--- src/rtl/enc_gen.sv ---
// Quadrature encoder generator: accumulates signed step requests and replays
// each unit as a full-detent Gray sequence on enc_o with a programmable phase dwell.
module enc_gen #(
  parameter int CNT_W  = 4,
  parameter int PEND_W = 8,
  parameter int PH_W   = 16
) (
  input  logic                     clk_i,
  input  logic                     rst_i,
  input  logic                     wr_i,
  input  logic signed [CNT_W-1:0]  step_i,
  input  logic                     clr_i,
  input  logic        [PH_W-1:0]   per_i,
  output logic        [1:0]        enc_o,
  output logic signed [PEND_W-1:0] pend_o,
  output logic                     busy_o,
  output logic                     sat_o
);

  typedef enum logic [1:0] {IDLE, MOVE, REST} state_t;

  localparam int SUM_W = PEND_W + 2;
  localparam logic signed [SUM_W-1:0] PMAX = {3'b000, {(PEND_W-1){1'b1}}};
  localparam logic signed [SUM_W-1:0] PMIN = {3'b111, {(PEND_W-1){1'b0}}};

  state_t                    state_q, state_d;
  logic        [1:0]         ph_q, ph_d;
  logic                      dir_q, dir_d;      // 1 = CCW
  logic        [PH_W-1:0]    per_q, per_d;
  logic        [PH_W-1:0]    tmr_q, tmr_d;
  logic signed [PEND_W-1:0]  pend_q, pend_d;
  logic        [1:0]         enc_q, enc_d;
  logic                      busy_q, busy_d;
  logic                      sat_q, sat_d;
  logic signed [1:0]         take;
  logic signed [SUM_W-1:0]   pend_x, take_x, step_x, sum;
  logic        [1:0]         cw_code;

  // Detent sequencer.
  // NOTE: every always_comb output gets a default first, so no path leaves a latch.
  always_comb begin
    state_d = state_q;
    ph_d    = ph_q;
    dir_d   = dir_q;
    per_d   = per_q;
    tmr_d   = tmr_q;
    take    = '0;
    unique case (state_q)
      IDLE: begin
        if (pend_q != '0) begin
          take    = pend_q[PEND_W-1] ? -2'sd1 : 2'sd1;
          dir_d   = pend_q[PEND_W-1];
          per_d   = per_i;
          tmr_d   = per_i;
          ph_d    = 2'd1;
          state_d = MOVE;
        end
      end
      MOVE: begin
        if (tmr_q != '0) begin
          tmr_d = tmr_q - 1'b1;
        end else begin
          tmr_d = per_q;
          if (ph_q != 2'd3) ph_d = ph_q + 2'd1;
          else              state_d = REST;
        end
      end
      REST: begin
        if (tmr_q != '0) tmr_d = tmr_q - 1'b1;
        else             state_d = IDLE;
      end
      default: state_d = IDLE;
    endcase
  end

  // Saturating accumulator, computed two bits wider so overflow is visible.
  always_comb begin
    pend_x = pend_q;
    take_x = take;
    step_x = '0;
    if (wr_i) step_x = step_i;
    sum    = pend_x - take_x + step_x;
    pend_d = sum[PEND_W-1:0];
    sat_d  = 1'b0;
    if (clr_i) begin
      pend_d = '0;
    end else if (sum > PMAX) begin
      pend_d = PMAX[PEND_W-1:0];
      sat_d  = 1'b1;
    end else if (sum < PMIN) begin
      pend_d = PMIN[PEND_W-1:0];
      sat_d  = 1'b1;
    end
  end

  // Outputs are registered from next-state; CCW phases are CW with the bits swapped.
  always_comb begin
    unique case (ph_d)
      2'd1:    cw_code = 2'b10;
      2'd2:    cw_code = 2'b00;
      default: cw_code = 2'b01;
    endcase
    enc_d = 2'b11;
    if (state_d == MOVE) enc_d = dir_d ? {cw_code[0], cw_code[1]} : cw_code;
    busy_d = (state_d != IDLE) || (pend_d != '0);
  end

  // NOTE: sequential state uses non-blocking assignments; the reset here is
  // synchronous, so rst_i only takes effect on a clk_i edge.
  always_ff @(posedge clk_i) begin
    if (rst_i) begin
      state_q <= IDLE;
      ph_q    <= '0;
      dir_q   <= 1'b0;
      per_q   <= '0;
      tmr_q   <= '0;
      pend_q  <= '0;
      enc_q   <= 2'b11;
      busy_q  <= 1'b0;
      sat_q   <= 1'b0;
    end else begin
      state_q <= state_d;
      ph_q    <= ph_d;
      dir_q   <= dir_d;
      per_q   <= per_d;
      tmr_q   <= tmr_d;
      pend_q  <= pend_d;
      enc_q   <= enc_d;
      busy_q  <= busy_d;
      sat_q   <= sat_d;
    end
  end

  assign enc_o  = enc_q;
  assign pend_o = pend_q;
  assign busy_o = busy_q;
  assign sat_o  = sat_q;

endmodule

--- config.mk ---
export PLATFORM = sky130hd
export DESIGN_NAME = enc_gen
export DESIGN_NICKNAME = d
export VERILOG_FILES = /design/src/rtl/enc_gen.sv
export SDC_FILE = /design/constraint.sdc
export NUM_CORES = 1
export LEC_CHECK = 0
export ABC_AREA = 0
export BUFFER_PORTS_ARGS = -buffer_cell sky130_fd_sc_hd__buf_2
export CORE_ASPECT_RATIO = 0.75
export CORE_MARGIN = 4
export CORE_UTILIZATION = 53
export DETAILED_ROUTE_END_ITERATION = 10
export PLACE_DENSITY_LB_ADDON = 0.1
export SLEW_MARGIN = 20
export SYNTH_ARGS = -nofsm -noshare
export SYNTH_HDL_FRONTEND = slang
export SYNTH_SLANG_ARGS = --single-unit
--- constraint.sdc ---
create_clock -name clk_i -period 3.5 [get_ports clk_i]
set_input_delay 0.875 -clock clk_i [delete_from_list [all_inputs] [get_ports clk_i]]
set_output_delay 0.875 -clock clk_i [all_outputs]
set_load 0.005 [all_outputs]
==> results by stage <==
Floorplanning:
- The die area is 7510 um^2.
- The chip height is 76.0 um.
- The number of core rows is 24.
- The die is 98.7 um wide.
- The area of the placeable core is 5890 um^2.
- For this design the top-level I/O count stands at 36.
- The initial core utilization is 55.6%.

Worst setup path:
- For the worst setup path, the data required time is 3.65 ns.
- For this design, the slowest cell found on the critical path is sky130_fd_sc_hd__a211oi_1.
- Walking the worst path, the cells encountered are buf_2 > and2_1 > fa_1 > buf_4 > ha_1 > a21o_1 > nand4_1 > a211oi_1 > a311oi_4 > o41ai_2 > a41oi_1.
- For this run, the slowest stage of the critical path takes 0.50 ns.
- The largest fanout of any net on the critical path is 5.
- The kind of critical path is primary input to flop.
- The worst setup path is captured at a flop.
- The data arrival time of the critical path is 3.53 ns.
- The startpoint type of the worst setup path is a primary input.

Final layout:
- The post-route netlist has 21.4% of its cells at a drive strength greater than 1.
- The final cell count without fillers is 546.
- The antenna cell count is 0.
- The register area is 982 um^2.
- From synthesis to final layout, the design area changed by 17.2%.
- The net count of the finished layout is 515.
- The multi-input combinational cells in the finished layout cover a total of 2130 um^2.
- The fill cell total of the finished layout is 542.

Placement:
- The number of cells in the design after placement is 535.
- During placement, the flow inserted port buffers numbering 35.
- The last weighted congestion value of the routability-driven placer is 0.866.
- The post-DP HPWL is 6200 um.
- At the placement stage, the worst setup path has a slack of -0.267 ns.

Timing:
- Measured against its own limit, the worst slew margin works out to 49.5%.
- The slew at the pin closest to its max-slew limit is 0.757 ns.
- The max-slew violation total from the final report is 0.
- On the final layout, the worst clock skew is 0.00313 ns.
- The count of final hold-check violations is 0.
- The least setup slack across all paths after layout is 0.119 ns.
- Dividing the final minimum period by the clock period gives 96.6%.
- Setup violations remaining at the end of the flow were counted as 0.
- The routed design could run at a clock period as short as 3.38 ns.
- The fmax is 296 MHz.

Clock tree:
- The maximum clock insertion buffer count is 2.
- The number of buffers added by the clock tree synthesis step is 5.
- After clock tree synthesis, the flow added hold-fix buffers numbering 0.
- TritonCTS built the clock tree.
- The number of sinks on the clock net is 49.
- In this run the clock root is driven by a sky130_fd_sc_hd__clkbuf_8.
- After clock tree synthesis, the clock-pin slew on the worst setup and hold paths is 0.09 ns.
- The clock latency at the later pin of the worst-skew pair is 0.30 ns.
- The CTS H-tree depth is 2.

Min path:
- The class of the most critical hold timing path is flop to flop.

Logic synthesis:
- Synthesis inferred 49 register bits.
- Counting flops with a built-in enable in the synthesized netlist gives 0.
- The count of different cell masters after synthesis is 57.
- Summing the sequential cell areas from Yosys gives 30.0% of the chip area.
- The post-synth net total is 464.
- By area the synthesized netlist is led by sky130_fd_sc_hd__dfxtp_1 30%, sky130_fd_sc_hd__nand2_1 7.2%, sky130_fd_sc_hd__a21oi_1 6.4%, sky130_fd_sc_hd__ha_1 6.1%, sky130_fd_sc_hd__fa_1 4.9%.
- The prevailing post-synth register cell is sky130_fd_sc_hd__dfxtp_1.
- Ranked by instance count, the synthesized netlist is headed by 63 x sky130_fd_sc_hd__nand2_1, 49 x sky130_fd_sc_hd__dfxtp_1, 42 x sky130_fd_sc_hd__a21oi_1, 35 x sky130_fd_sc_hd__inv_1, 21 x sky130_fd_sc_hd__nor2_1.
- The post-synthesis area per instance is 7.87 um^2.
- The share of synthesized area in the top cell type comes to 30.0%.
- The largest total area in the synthesized netlist belongs to sky130_fd_sc_hd__dfxtp_1.
- By instance count, the leading cell after synthesis is sky130_fd_sc_hd__nand2_1.
- The number of warnings printed during yosys synthesis is 0.
- The cell area after synthesis is 3270 um^2.
- Synthesis handed over a netlist of 416 instances.
- The share of flip-flops with an asynchronous set or reset after synthesis is 0%.

Global routing:
- The first global-routing pass estimated 14100 um of wire.
- The number of global-route vias before repair is 2856.
- The overall track demand over capacity in global routing is 22.5%.
- The number of antenna violations at the first check in global routing is 0.
- The remaining global-route overflow is 0.
- Entering global routing, the biggest net connects 41 pins.

Detailed routing:
- The number of search-and-repair iterations in the first detailed-routing pass is 7.
- In the final routed layout, each cell accounts on average for 15.7 um.
- The via count is 3194.
- The remaining number of nets flagged by the antenna check after routing is 0.
- The via density per instance is 5.85.
- The post-detailed-route DRC marker count is 0.
- The detailed router finished its first iteration with 217 violations.
- The sum of routed wire length over all layers is 8560 um.

Run:
- The max-cap violation count is 0.

Status:
- The flow ran to the end, and the final reports show no timing, DRC or antenna violations.
## per-stage QoR
stage | TNS, ns | utilization, % | instance area, um^2 | hold slack [ns]
2_1_floorplan | 0 | - | 3300 | 0.436
3_3_place_gp | -1.16 | 62.4 | 3670 | 0.444
3_5_place_dp | -1.84 | 62.4 | 3670 | 0.448
4_1_cts | 0 | 63.8 | 3760 | 0.461
5_1_grt | -0.0815 | 65.2 | 3830 | 0.485
6_report | 0 | 65.2 | 3830 | 0.463
## worst max-delay path, delay by kind of cell
kind | cells | cell delay, ns
AOI/OAI and AO/OA | 5 | 1.27
and+or+nand+nor | 2 | 0.36
buffers and inverters | 2 | 0.27
adders and majority gates | 2 | 0.74
## layer usage
layer  global-route usage [%]  part of all wire (%)  routed length [um]
met1                     37.5                    52                4480
met2                     30.0                    40                3460
met3                     3.66                   6.4                 548
met4                     3.68                  0.90                  77
met5                        0                     0                   0
## layout by cell type (no fill, tap or decap), drive strengths merged, types with 3 or more instances in the layout
cell	count
a211o	3
a211oi	9
a21o	4
a21oi	43
a22oi	3
and2	3
buf	67
clkbuf	6
dfxtp	49
fa	8
ha	16
inv	35
nand2	63
nand2b	5
nand3	12
nor2	21
nor2b	7
nor3	10
nor4	10
o211ai	19
o21ai	13
o31ai	4
o41ai	5
or2	4
or3	5
or4	4
xnor2	11
## final timing paths
kind	startpoint	to	slack [ns]	cells after the start
setup / recovery	wr_i	busy_o	0.12	11
hold / removal	per_q[12]	per_q[12]	0.46	2
setup reg to reg	state_q[0]	busy_o	0.14	14
hold reg to reg	per_q[12]	per_q[12]	0.46	2
## cells by family (layout without fill, tap and decap cells)
logic type	Yosys count	count (layout)	share of synthesized area, %
flip-flops	49	49	30.0
AO/OA/AOI/OAI	119	119	24.4
AND/OR/NAND/NOR	151	151	22.8
XOR/XNOR	12	12	3.21
adder cells (fa/ha/maj)	24	24	11.0
buffers and inverters	58	110	7.69
multiplexers	3	3	0.956
## sequential cells by signal (all words and copies together), names as in the netlist
name / flops
busy_o: 1
per_q: 16
pend_o: 8
dir_q: 1
state_q: 2
enc_o: 2
sat_o: 1
ph_q: 2
tmr_q: 16
## layout make-up
type / count / area share [%]
repair buffers: 67 / 10.8
inverters: 35 / 3.43
flip-flops and latches: 49 / 25.6
clock buffers: 6 / 1.89
multi-input cells: 309 / 55.4
well taps: 78 / 2.54
clock inverters: 2 / 0.261
## timing repair
action / CTS / global route
setup buffers: 0 / 3
gates resized for setup: 1 / 9
setup endpoints to repair: 1 / 9
pin swaps: 1 / 4
Power is left out: the tool's default activity adds up to more than one toggle a clock period on the data nets, which glitch-free logic cannot reach.
